**config.mk**
```make
export PLATFORM = sky130hd
export DESIGN_NAME = mc_control_unit
export DESIGN_NICKNAME = d
export VERILOG_FILES = /design/src/rtl/mc_control_unit.sv
export SDC_FILE = /design/constraint.sdc
export NUM_CORES = 1
export LEC_CHECK = 0
export CORE_MARGIN = 2
export CORE_UTILIZATION = 57
export DETAILED_ROUTE_END_ITERATION = 16
export DONT_BUFFER_PORTS = 1
export PLACE_DENSITY = 0.75
export SYNTH_ARGS = -nofsm -noshare
export SYNTH_HDL_FRONTEND = slang
export SYNTH_SLANG_ARGS = --single-unit
```
**constraint.sdc**
```tcl
create_clock -name clk -period 3 [get_ports clk]
set_input_delay 0.9 -clock clk [delete_from_list [all_inputs] [get_ports clk]]
set_output_delay 0.9 -clock clk [all_outputs]
set_load 0.02 [all_outputs]
```
**src/rtl/mc_control_unit.sv**
```systemverilog
// Multicycle MIPS-subset control unit: FETCH/DECODE/EXEC/MEM/WB sequencing, memory
// wait timeout, sticky status flags and a retired-instruction counter.
module mc_control_unit #(
  parameter int WAIT_W     = 4,
  parameter int TIMEOUT_EN = 1,
  parameter int RETIRE_W   = 16
) (
  input  logic                clk,
  input  logic                n_rst,
  input  logic [31:0]         instr,
  input  logic                ihit,
  input  logic                dhit,
  input  logic                zero,
  output logic                iren,
  output logic                dren,
  output logic                dwen,
  output logic                ir_wen,
  output logic                pc_wen,
  output logic                reg_wen,
  output logic [1:0]          pc_src,
  output logic [1:0]          reg_dst,
  output logic                alu_src,
  output logic [3:0]          alu_ctr,
  output logic                ext_op,
  output logic                upper,
  output logic                mem_to_reg,
  output logic [15:0]         imm16,
  output logic [3:0]          state,
  output logic                halt,
  output logic                mem_timeout,
  output logic                illegal_op,
  output logic [RETIRE_W-1:0] retired
);

  typedef enum logic [3:0] {
    FETCH = 4'd0, DECODE = 4'd1, EXEC = 4'd2, MEMRD = 4'd3, MEMWR = 4'd4,
    WB = 4'd5, BRANCH = 4'd6, JUMP = 4'd7, HALT = 4'd8
  } state_t;

  localparam logic [5:0] OP_RTYPE = 6'h00, OP_J = 6'h02, OP_JAL = 6'h03, OP_BEQ = 6'h04,
                         OP_BNE = 6'h05, OP_ADDI = 6'h08, OP_ADDIU = 6'h09, OP_SLTI = 6'h0A,
                         OP_SLTIU = 6'h0B, OP_ANDI = 6'h0C, OP_ORI = 6'h0D, OP_XORI = 6'h0E,
                         OP_LUI = 6'h0F, OP_LW = 6'h23, OP_SW = 6'h2B, OP_HALT = 6'h3F;
  localparam logic [5:0] FN_SLL = 6'h00, FN_SRL = 6'h02, FN_JR = 6'h08, FN_ADD = 6'h20,
                         FN_ADDU = 6'h21, FN_SUB = 6'h22, FN_SUBU = 6'h23, FN_AND = 6'h24,
                         FN_OR = 6'h25, FN_XOR = 6'h26, FN_NOR = 6'h27, FN_SLT = 6'h2A,
                         FN_SLTU = 6'h2B;
  localparam logic [3:0] ALU_SLL = 4'd0, ALU_SRL = 4'd1, ALU_ADD = 4'd2, ALU_SUB = 4'd3,
                         ALU_AND = 4'd4, ALU_OR = 4'd5, ALU_XOR = 4'd6, ALU_NOR = 4'd7,
                         ALU_SLT = 4'd10, ALU_SLTU = 4'd11;
  localparam logic [WAIT_W-1:0] WAIT_ONE  = WAIT_W'(1);
  localparam logic [WAIT_W-1:0] WAIT_LAST = {{(WAIT_W-1){1'b1}}, 1'b0};

  state_t              r_state;
  logic                r_iren, r_dren, r_dwen, r_regWen, r_jumpPcWen;
  logic [1:0]          r_pcSrc, r_regDst;
  logic                r_aluSrc, r_extOp, r_upper, r_memToReg;
  logic [3:0]          r_aluCtr;
  logic [15:0]         r_imm16;
  logic [WAIT_W-1:0]   r_wait;
  logic                r_halt, r_memTimeout, r_illegal;
  logic [RETIRE_W-1:0] r_retired;

  logic [5:0] w_op, w_funct;
  state_t     w_decNext, w_next;
  logic       w_illegal, w_aluSrc, w_extOp, w_upper, w_retire;
  logic [3:0] w_aluCtr;
  logic [1:0] w_regDst, w_pcSrc;
  logic [15:0] w_imm16;
  logic       w_fetchHit, w_waiting, w_timeout;

  assign w_op       = instr[31:26];
  assign w_funct    = instr[5:0];
  assign w_fetchHit = (r_state == FETCH) && r_iren && ihit;
  assign w_waiting  = ((r_state == FETCH) && r_iren && !ihit) ||
                      ((r_state == MEMRD || r_state == MEMWR) && !dhit);
  assign w_timeout  = (TIMEOUT_EN != 0) && w_waiting && (r_wait == WAIT_LAST);

  // Instruction decode: routing out of DECODE plus the datapath selects for the instruction.
  always_comb begin
    w_decNext = FETCH;
    w_illegal = 1'b0;
    w_aluCtr  = ALU_ADD;
    w_aluSrc  = 1'b1;
    w_extOp   = 1'b0;
    w_upper   = 1'b0;
    w_imm16   = instr[15:0];
    w_regDst  = 2'd1;
    w_pcSrc   = 2'd0;
    case (w_op)
      OP_RTYPE: begin
        w_regDst  = 2'd0;
        w_aluSrc  = 1'b0;
        w_decNext = EXEC;
        case (w_funct)
          FN_SLL:          begin w_aluCtr = ALU_SLL; w_aluSrc = 1'b1; w_imm16 = {11'b0, instr[10:6]}; end
          FN_SRL:          begin w_aluCtr = ALU_SRL; w_aluSrc = 1'b1; w_imm16 = {11'b0, instr[10:6]}; end
          FN_JR:           begin w_decNext = JUMP; w_pcSrc = 2'd3; end
          FN_ADD, FN_ADDU: w_aluCtr = ALU_ADD;
          FN_SUB, FN_SUBU: w_aluCtr = ALU_SUB;
          FN_AND:          w_aluCtr = ALU_AND;
          FN_OR:           w_aluCtr = ALU_OR;
          FN_XOR:          w_aluCtr = ALU_XOR;
          FN_NOR:          w_aluCtr = ALU_NOR;
          FN_SLT:          w_aluCtr = ALU_SLT;
          FN_SLTU:         w_aluCtr = ALU_SLTU;
          default:         begin w_decNext = FETCH; w_illegal = 1'b1; end
        endcase
      end
      OP_J:              begin w_decNext = JUMP; w_pcSrc = 2'd2; end
      OP_JAL:            begin w_decNext = JUMP; w_pcSrc = 2'd2; w_regDst = 2'd2; end
      OP_BEQ, OP_BNE:    begin w_decNext = BRANCH; w_aluCtr = ALU_SUB; w_aluSrc = 1'b0;
                               w_extOp = 1'b1; w_pcSrc = 2'd1; end
      OP_HALT:           w_decNext = HALT;
      OP_ADDI, OP_ADDIU: begin w_decNext = EXEC; w_extOp = 1'b1; end
      OP_SLTI:           begin w_decNext = EXEC; w_extOp = 1'b1; w_aluCtr = ALU_SLT; end
      OP_SLTIU:          begin w_decNext = EXEC; w_extOp = 1'b1; w_aluCtr = ALU_SLTU; end
      OP_ANDI:           begin w_decNext = EXEC; w_aluCtr = ALU_AND; end
      OP_ORI:            begin w_decNext = EXEC; w_aluCtr = ALU_OR; end
      OP_XORI:           begin w_decNext = EXEC; w_aluCtr = ALU_XOR; end
      OP_LUI:            begin w_decNext = EXEC; w_upper = 1'b1; end
      OP_LW, OP_SW:      begin w_decNext = EXEC; w_extOp = 1'b1; end
      default:           w_illegal = 1'b1;
    endcase
  end

  // A hit is tested before the timeout, so a hit on the terminal-count cycle still proceeds.
  always_comb begin
    w_next   = r_state;
    w_retire = 1'b0;
    case (r_state)
      FETCH:  if (w_fetchHit) w_next = DECODE; else if (w_timeout) w_next = HALT;
      DECODE: w_next = w_decNext;
      EXEC:   w_next = (w_op == OP_LW) ? MEMRD : (w_op == OP_SW) ? MEMWR : WB;
      MEMRD:  if (dhit) w_next = WB; else if (w_timeout) w_next = HALT;
      MEMWR:  if (dhit) begin w_next = FETCH; w_retire = 1'b1; end
              else if (w_timeout) w_next = HALT;
      WB, BRANCH, JUMP: begin w_next = FETCH; w_retire = 1'b1; end
      HALT:   w_next = HALT;
      default: w_next = FETCH;
    endcase
  end

  // Strobes are registered from the next state; selects are captured when DECODE
  // resolves and held until the instruction finishes.
  always_ff @(posedge clk or negedge n_rst) begin
    if (!n_rst) begin
      r_state      <= FETCH;
      r_iren       <= 1'b0;
      r_dren       <= 1'b0;
      r_dwen       <= 1'b0;
      r_regWen     <= 1'b0;
      r_jumpPcWen  <= 1'b0;
      r_pcSrc      <= 2'd0;
      r_regDst     <= 2'd0;
      r_aluSrc     <= 1'b0;
      r_extOp      <= 1'b0;
      r_upper      <= 1'b0;
      r_memToReg   <= 1'b0;
      r_aluCtr     <= 4'd0;
      r_imm16      <= 16'd0;
      r_wait       <= '0;
      r_halt       <= 1'b0;
      r_memTimeout <= 1'b0;
      r_illegal    <= 1'b0;
      r_retired    <= '0;
    end else begin
      r_state     <= w_next;
      r_iren      <= (w_next == FETCH);
      r_dren      <= (w_next == MEMRD);
      r_dwen      <= (w_next == MEMWR);
      r_regWen    <= (w_next == WB) || ((w_next == JUMP) && (w_op == OP_JAL));
      r_jumpPcWen <= (w_next == JUMP);
      if ((w_next != r_state) && (w_next == FETCH || w_next == MEMRD || w_next == MEMWR))
        r_wait <= '0;
      else if (w_waiting && (r_wait != '1))
        r_wait <= r_wait + WAIT_ONE;
      if (w_next == FETCH || w_next == HALT) begin
        r_pcSrc    <= 2'd0;
        r_regDst   <= 2'd0;
        r_aluSrc   <= 1'b0;
        r_extOp    <= 1'b0;
        r_upper    <= 1'b0;
        r_memToReg <= 1'b0;
        r_aluCtr   <= 4'd0;
        r_imm16    <= 16'd0;
      end else if (r_state == DECODE) begin
        r_pcSrc    <= w_pcSrc;
        r_regDst   <= w_regDst;
        r_aluSrc   <= w_aluSrc;
        r_extOp    <= w_extOp;
        r_upper    <= w_upper;
        r_memToReg <= (w_op == OP_LW);
        r_aluCtr   <= w_aluCtr;
        r_imm16    <= w_imm16;
      end
      r_halt       <= r_halt | (w_next == HALT);
      r_memTimeout <= r_memTimeout | w_timeout;
      r_illegal    <= r_illegal | ((r_state == DECODE) && w_illegal);
      if (w_retire)
        r_retired <= r_retired + RETIRE_W'(1);
    end
  end

  assign iren        = r_iren;
  assign dren        = r_dren;
  assign dwen        = r_dwen;
  assign ir_wen      = w_fetchHit;
  assign pc_wen      = w_fetchHit | r_jumpPcWen |
                       ((r_state == BRANCH) && (zero ^ (w_op == OP_BNE)));
  assign reg_wen     = r_regWen;
  assign pc_src      = r_pcSrc;
  assign reg_dst     = r_regDst;
  assign alu_src     = r_aluSrc;
  assign alu_ctr     = r_aluCtr;
  assign ext_op      = r_extOp;
  assign upper       = r_upper;
  assign mem_to_reg  = r_memToReg;
  assign imm16       = r_imm16;
  assign state       = r_state;
  assign halt        = r_halt;
  assign mem_timeout = r_memTimeout;
  assign illegal_op  = r_illegal;
  assign retired     = r_retired;

endmodule

```
# Word-level counts from Yosys, hierarchy flattened
# Cells that the tools add are included.
[word_totals]
inputBits = 37
out_inout_bits = 57
regBits = 60
elab_cells = 146
[classes]
reduce_logical = 34
addsub = 2
n_mux = 42
bitwise_logic = 6
n_eq_ne = 43
[op_table]
columns = ["cell", "n"]
rows = [
  ["6-bit equality test, second input constant", 13],
  ["16-bit 2-to-1 mux", 4],
  ["6-bit by 4-bit equality test with 1-bit output, second input constant", 9],
  ["4-bit case mux with 9 select lines", 1],
  ["4-bit 2-to-1 mux", 8],
  ["4-bit by 3-bit equality test with 1-bit output, second input constant", 7],
  ["4-bit case mux with 7 select lines", 1],
  ["4-bit case mux with 6 select lines", 1],
  ["4-bit case mux with 5 select lines", 1],
  ["6-bit by 2-bit equality test with 1-bit output, second input constant", 3],
  ["16-bit by 1-bit adder with 16-bit output, second input constant", 1],
  ["15-bit OR reduction", 1],
  ["1-bit 2-to-1 mux", 14],
  ["13-bit OR reduction", 1],
  ["4-bit by 2-bit equality test with 1-bit output, second input constant", 3],
  ["4-bit equality test, second input constant", 3],
  ["6-bit by 3-bit equality test with 1-bit output, second input constant", 2],
  ["6-bit logical NOT", 2],
  ["12-bit OR reduction", 1],
  ["1-bit logical AND", 10],
  ["2-bit 2-to-1 mux", 5],
  ["10-bit OR reduction", 1],
  ["4-bit logical NOT", 2],
  ["2-bit OR reduction", 4],
  ["16 further kinds", 29],
]

# Logic depth before layout (Yosys ltp)
# Gate-level depths: netlist of run 1.
[depth]
ltp_word = 13
ltp_mapped = 9
depth_no_buf = 8

# Worst setup path after synthesis of run 1
# Ideal clock, no wire load.
[synth_timing]
path_type = "input -> output"
startpoint = "input instr[30]"
endpoint = "output pc_wen"
cell_stages = 7
t_required_ps = 2100
arrival_time_ps = 2627
slack_ps = -527
path_buffers = 2
cell_sequence = "buf_2 > or3_1 > clkbuf_1 > nor2_1 > nand2_1 > xor2_1 > o41ai_1"
[synth_via]
elab_chain_len = 4
[synth_lines]
columns = ["element", "line_no", "text"]
rows = [
  ["start, declared", "10", "input logic [31:0] instr,"],
  ["6-bit by 3-bit equality test with 1-bit output", "210", "((r_state == BRANCH) && (zero ^ (w_op == OP_BNE)));"],
  ["1-bit bitwise XOR", "210", ""],
  ["1-bit logical AND", "210", ""],
  ["1-bit bitwise OR", "209", "assign pc_wen = w_fetchHit | r_jumpPcWen |"],
  ["end, declared", "18", "output logic pc_wen,"],
]
# Every way passes these cells.

# Worst setup path in the final report of run 1
[layout_timing]
startpoint = "input instr[31]"
endpoint = "output pc_wen"
# Same word-level chain as after synthesis.

==> out/metrics.csv, run 1 <==
stage;metric;value;unit
run_status;outcome;finished clean;
clock_tree;Hold Buf Count CTS;0;
route;DRT iter0 DRCs;249;
route;final wirelength;7937;um
die;Starting Density;59.37;%
setup_path;r2r setup slk;0.17;ns
setup_path;WP buf/inv;1;
setup_path;Critical R2R Capture;upper$_DFFE_PN0P_;
setup_path;crit start category;primary input;
global_routing;vias in the first global route;2576;
cells_and_area;Area Overhead vs Synth;11.34;%
cells_and_area;design area;3662;sq um
setup_path;critical setup path kind;primary input to primary output;
logic_synthesis;Avg Cell Area, Syn;9.535;sq um
cells_and_area;share of cells above drive strength 1;17.08;%
sta;Slew Limit Headroom;29.60;%
logic_synthesis;number of synthesized flops with an enable pin;0;
logic_synthesis;Seq/Total Area, Yosys;45.64;%
logic_synthesis;Synth Cell Area;3289;sq um
placed_design;placed inst area;3416;sq um
logic_synthesis;area share of fa/ha/maj cells after synthesis;1.141;%
logic_synthesis;largest family of logic cells by synthesized area;simple AND/OR/NAND/NOR gates;
global_routing;Total Routing Usage GR;25.98;%
logic_synthesis;Yosys reg bits;60;
logic_synthesis;Mapped Cells;345;
cells_and_area;Inserted Diodes;0;
die;Top Ports;94;
route;vias per cell;6.239;
setup_path;Critical Path AT;2.05;ns
die;Die H;79.97;um
route;antenna viol nets, final;0;
route;TritonRoute pass-1 iters;4;
logic_synthesis;Synth cell types;67;
logic_synthesis;compound-gate portion of the synthesized area;16.96;%
clock_tree;Root Buffer Master;clkbuf_8;
job;Max-Cap Viols;0;
sta;Final Slew Violations;0;
global_routing;final global-route overflow total;0;
sta;# setup viols final;0;
power_and_ir_drop;Final Power;3.162;mW
die;core area;5540;sq um
logic_synthesis;proportion of synthesized area in mux cells;0.9509;%
sta;Max Clock Skew;0.009909;ns
setup_path;crit path capture type;primary output;
logic_synthesis;Yosys top cell by area;dfrtp_1;
logic_synthesis;Synth Area in Simple Gates;24.27;%
setup_path;slowest CP cell;or3_4;
placed_design;routability cong.;0.9112;
sta;RSZ-0062 raised after global routing;true;
power_and_ir_drop;Power Dens Cells;863.5;nW/um^2
cells_and_area;Filler cells;466;
clock_tree;Clock Latency Late Sink;0.35;ns
logic_synthesis;top_reg_cell synth;dfrtp_1;
power_and_ir_drop;IR drop worst, VDD;429.2;uV
setup_path;R2R cell count;6;
logic_synthesis;Syn. warnings;0;
setup_path;Cell Chain, Critical Path;or3_4, nor2_4, nand2_1, xor2_1, o41ai_4, buf_4;
sta;Slew @ Worst Pin;1.050;ns
clock_tree;CTS tree;done;
setup_path;origin of the critical flop-to-flop path;state[1]$_DFF_PN0_;
setup_path;top cell family by delay on the critical path;simple AND/OR/NAND/NOR gates;
setup_path;worst endpoint required time;2.10;ns
die;die width;79.97;um
sta;Tcrit/Tclk final;98.42;%
logic_synthesis;Synthesized Nets;385;
sta;final hold viol count;0;
clock_tree;clk slew on worst S/H paths;0.07;ns
cells_and_area;Layout Nets;398;
logic_synthesis;post-synthesis xor/xnor area fraction;5.059;%
setup_path;Crit Path Max Fanout;11;
sta;fin crit period;2.953;ns
sta;fmax;338.7;MHz
clock_tree;H-tree levels;3;
global_routing;initial antenna violation count;0;
logic_synthesis;leading post-synthesis cells by cell area;dfrtp_1 (46%), a21oi_1 (4.3%), nand2_1 (3.4%), nand3_1 (3.3%), nor2_1 (3.0%);
die;Die ar.;6394;sq um
setup_path;crit-path max cell delay;0.39;ns
clock_tree;total CTS buffers;9;
hold_path;hold crit path type;primary input to async pin;
clock_tree;# clock sinks;60;
route;DRC Markers;0;
global_routing;first-pass GRT wire length;12720;um
global_routing;largest net degree at the start of global routing;61;
placed_design;Port Buffer Count;0;
clock_tree;Max Buffers Root-to-Sink;2;
logic_synthesis;Synth top area share;45.64;%
route;WL per Instance;18.25;um
logic_synthesis;ys async rst share;100.0;%
placed_design;Post-DP HPWL;5423;um
die;# rows;27;
route;via count;2714;
power_and_ir_drop;cell leakage power;1.577;nW
Yosys cell counts (all sizes together), types with 8 or more instances:
cell type / instances
nand2: 30
nor3: 20
nor2: 26
nand3: 22
a211oi: 8
buf: 12
inv: 9
xnor2: 10
a21oi: 30
xor2: 9
dfrtp: 60
clkbuf: 11
how the worst max path moves through the flow:
stage,start,end,slack [ns],cells past startpoint
after floorplan,instr[30],pc_wen,-0.17,7
after global placement,instr[3],reg_dst[0]$_DFFE_PN0P_,-0.09,6
after detailed placement,instr[3],imm16[0]$_DFFE_PN0P_,-0.07,6
after CTS,instr[31],pc_wen,0.02,6
after global routing,instr[31],pc_wen,-0.009,6
final,instr[31],pc_wen,0.05,6
worst register-to-register path, stage by stage, from the launching register on:
cell and delay [ns]:
dfrtp_1 0.50, or3b_4 0.47, a211o_1 0.37, a21oi_2 0.17
o31ai_2 0.17, nor3_2 0.90, nor2_1 0.11
layout make-up:
class	instances	area, sq um	share of cell area, %
flip-flops and latches	60	1501	41.00
clock inverters	6	88.84	2.426
multi-input cells	253	1633	44.59
repair buffers	25	187.7	5.125
clock buffers	10	127.6	3.485
well taps	72	90.09	2.460
inverters	9	33.78	0.9224
layout by cell type (no fill, tap or decap), drive strengths merged, types with 6 or more instances in the layout:
master,n
a21oi,30
nand2,30
clkbuf,10
dfrtp,60
nand3,22
nor2b,7
buf,25
nor2,26
and3,6
xor2,9
a211oi,8
nor3,21
o21ai,7
nand2b,6
inv,9
xnor2,10
report_power, final:
group          internal, mW  switching [mW]
sequential            0.984           0.366
clock                 0.467           0.328
combinational         0.383           0.634
per-stage QoR:
stage / utilization (%) / setup slack, ns / TNS, ns / hold WS, ns / instances
floorplan: - / -0.1697 / -0.1697 / 0.5592 / 345
global placement: 61.65 / -0.09089 / -1.185 / 0.5867 / 417
detailed placement: 61.65 / -0.07036 / -0.7560 / 0.6054 / 417
CTS: 65.61 / 0.02428 / 0 / 0.2376 / 433
global route: 66.10 / -0.008657 / -0.008657 / 0.2303 / 435
finish: 66.10 / 0.04740 / 0 / 0.2403 / 435
routing by layer:
metal	routed length [um]	global-route usage, %	share of wire, %
met1	3456	36.18	44
met5	0	0	0
met4	95	10.00	1.2
met3	698	6.109	8.8
met2	3686	39.33	46
logic make-up after synthesis:
group | count (synthesis)
AND/OR/NAND/NOR | 149
buffers and inverters | 33
XOR/XNOR | 19
AO/OA/AOI/OAI | 78
flip-flops | 60
multiplexers | 3
adder cells (fa/ha/maj) | 3
repair_timing:
item | in CTS | in global routing
gates resized for setup | 1 | 2
setup endpoints to repair | 1 | 11
setup buffers | 0 | 1
pin swaps | 1 | 2
cloned | 0 | 1
Power figures use the tool's default switching activity.
==> inputs of run 2 (changes only) <==
GPL_TIMING_DRIVEN = 0   (was not set)
==> run 2 against run 1 <==
  * Setup slack worse by 0.11 ns
  * Final cell count increased by 0.23%
  * Flip-flop and latch count did not move
  * Combinational power about the same
  * Critical endpoint unchanged
  * The run now ends with setup timing left
==> out/metrics.csv, run 2 (synthesis gave the netlist of run 1 again) <==
stage;metric;value;unit;change
sta;Slew @ Worst Pin;0.6701;ns;-0.3801 ns
clock_tree;CTS tree;done;;
clock_tree;clk slew on worst S/H paths;0.07;ns;about the same
route;routed metal-1 wire length;3615;um;+4.6%
cells_and_area;Layout Nets;399;;+0.25%
sta;Max Clock Skew;0.008347;ns;-0.001562 ns
route;DRC Markers;0;;unchanged
clock_tree;total CTS buffers;9;;unchanged
route;vias per cell;6.344;;+1.7%
die;die width;79.97;um;unchanged
run_status;outcome;complete, but fails checks;;
die;Die ar.;6394;sq um;unchanged
route;WL met2;3889;um;+5.5%
clock_tree;Root Buffer Master;clkbuf_8;;
global_routing;Total Routing Usage GR;27.93;%;+1.9 points
route;TritonRoute pass-1 iters;4;;unchanged
sta;Worst Setup Slack, final;-0.05824;ns;-0.1056 ns
power_and_ir_drop;cell leakage power;1.573;nW;-0.28%
sta;final hold viol count;0;;unchanged
placed_design;placed inst area;3398;sq um;-0.51%
global_routing;first-pass GRT wire length;13790;um;+8.4%
clock_tree;H-tree levels;3;;unchanged
setup_path;crit path capture type;primary output;;
cells_and_area;Inserted Diodes;0;;unchanged
power_and_ir_drop;clock power share;25.0;%;-0.2 points
global_routing;final global-route overflow total;0;;unchanged
cells_and_area;most frequent cells in the layout;dfrtp_1 (60), nand2_1 (29), a21oi_1 (28);;
global_routing;largest net degree at the start of global routing;61;;unchanged
cells_and_area;Filler cells;463;;-0.64%
global_routing;initial antenna violation count;0;;unchanged
sta;Tcrit/Tclk final;101.9;%;+3.5 points
setup_path;worst endpoint required time;2.10;ns;about the same
route;DRT iter0 DRCs;143;;-43%
cells_and_area;design area;3697;sq um;+0.96%
setup_path;crit start category;primary input;;
route;top sig layer;met4;;
setup_path;Critical Path AT;2.16;ns;+0.11 ns
sta;fin crit period;3.058;ns;+0.1056 ns
route;met3 wire len;688;um;-1.4%
job;Max-Cap Viols;0;;unchanged
cells_and_area;Area Overhead vs Synth;12.40;%;
power_and_ir_drop;switching share of power;42.47;%;+0.47 points
sta;RSZ-0062 raised after global routing;true;;
route;WL per Instance;19.06;um;+4.5%
clock_tree;Hold Buf Count CTS;0;;unchanged
global_routing;vias in the first global route;2752;;+6.8%
power_and_ir_drop;IR drop worst, VDD;441.2;uV;+2.8%
placed_design;Port Buffer Count;0;;unchanged
die;core area;5540;sq um;unchanged
sta;fmax;327.0;MHz;-3.5%
sta;final hold slack;0.2531;ns;+0.01278 ns
clock_tree;Max Buffers Root-to-Sink;2;;unchanged
die;Die H;79.97;um;unchanged
sta;Slew Limit Headroom;54.94;%;+25 points
placed_design;Post-DP HPWL;5775;um;+6.5%
power_and_ir_drop;switching power;1.367;mW;+3.0%
sta;# setup viols final;1;;+1
power_and_ir_drop;Power Dens Cells;870.9;nW/um^2;+0.86%
route;final wirelength;8312;um;+4.7%
clock_tree;Clock Latency Late Sink;0.34;ns;about the same
clock_tree;# clock sinks;60;;unchanged
cells_and_area;most common cell after layout, fill and taps aside;dfrtp_1;;
placed_design;routability cong.;0.9433;;+3.5%
route;antenna viol nets, final;0;;unchanged
setup_path;r2r setup slk;0.34;ns;+0.17 ns
setup_path;Crit Path Max Fanout;2;;-9
die;Top Ports;94;;unchanged
die;Starting Density;59.37;%;unchanged
cells_and_area;share of cells above drive strength 1;15.93;%;-1.1 points
route;via count;2766;;+1.9%
run_status;violated checks;setup timing;;
sta;Final Slew Violations;0;;unchanged
power_and_ir_drop;Seq pwr share;42.6;%;about the same
power_and_ir_drop;power share of the combinational group;32.4;%;+0.2 points
power_and_ir_drop;Int Pwr;1.853;mW;+1.0%
setup_path;critical setup path kind;primary input to primary output;;
hold_path;hold crit path type;primary input to async pin;;
die;# rows;27;;unchanged
run 2: cell count changes in the layout (fill, tap and decap cells not counted), moves of 2 or more:
| cell | change |
|---|---|
| buf_4 | -20 |
| buf_6 | +7 |
| clkbuf_1 | +7 |
| buf_2 | +4 |
| buf_8 | +2 |
run 2: through the flow:
stage | setup TNS, ns | setup WS, ns | power (mW) | utilization, % | instances
finish | -0.05824 | -0.05824 | 3.220 | 66.73 | 436
global route | -0.1015 | -0.1015 | 3.415 | 66.73 | 436
CTS | -0.1856 | -0.1856 | 3.229 | 66.71 | 436
detailed placement | -0.9567 | -0.3534 | 2.408 | 61.34 | 417
global placement | -0.9338 | -0.3322 | 2.379 | 61.34 | 417
floorplan | -0.1697 | -0.1697 | 2.138 | - | 345
run 2: timing repair:
action	CTS	global route
pin swaps	4	2
setup buffers	4	0
setup endpoints to repair	1	1
resized for setup	14	2
run 2: layer usage:
layer | vias to the layer above | GRT usage, %
met2 | 108 | 41.92
met5 | - | 0
li1 | 1282 | -
met3 | 10 | 9.276
met1 | 1366 | 37.97
met4 | 0 | 9.492
run 2: cell type report:
type,instances,area (sq um),share of cell area (%)
plain buffers,23,185.2,5.008
clock buffers,10,127.6,3.452
clock inverters,6,88.84,2.403
inverters,9,33.78,0.9137
multi-input cells,252,1640,44.37
flip-flops and latches,60,1501,40.61
well taps,72,90.09,2.437
repair buffers,4,30.03,0.8122
run 2: critical path, cell delays in order:
cell,delay [ns]
buf_8,0.09
or3_4,0.41
nor2_4,0.11
nand2_2,0.07
xor2_2,0.18
o41ai_4,0.39
run 2: worst paths after layout:
| kind | start | endpoint | depth (start not counted) |
|---|---|---|---|
| worst min-delay path | n_rst | r_jumpPcWen$_DFF_PN0_ | 0 |
| worst max register to register | state[0]$_DFF_PN0_ | alu_ctr[2]$_DFFE_PN0P_ | 8 |
| min in group clk | r_wait[0]$_DFFE_PN0P_ | r_wait[0]$_DFFE_PN0P_ | 2 |
| worst max-delay path | instr[30] | pc_wen | 6 |
| worst min register to register | r_wait[0]$_DFFE_PN0P_ | r_wait[0]$_DFFE_PN0P_ | 2 |
| max in group asynchronous | n_rst | reg_dst[1]$_DFFE_PN0P_ | 0 |
run 2: power by group through the flow:
| stage | Sequential [mW] | Clock, mW | Combinational, mW |
|---|---|---|---|
| 2_1_floorplan | 1.33 | 0 | 0.811 |
| 3_3_place_gp | 1.38 | 0 | 1.00 |
| 3_5_place_dp | 1.39 | 0 | 1.02 |
| 4_1_cts | 1.37 | 0.817 | 1.04 |
| 5_1_grt | 1.40 | 0.852 | 1.16 |
| 6_report | 1.37 | 0.805 | 1.04 |
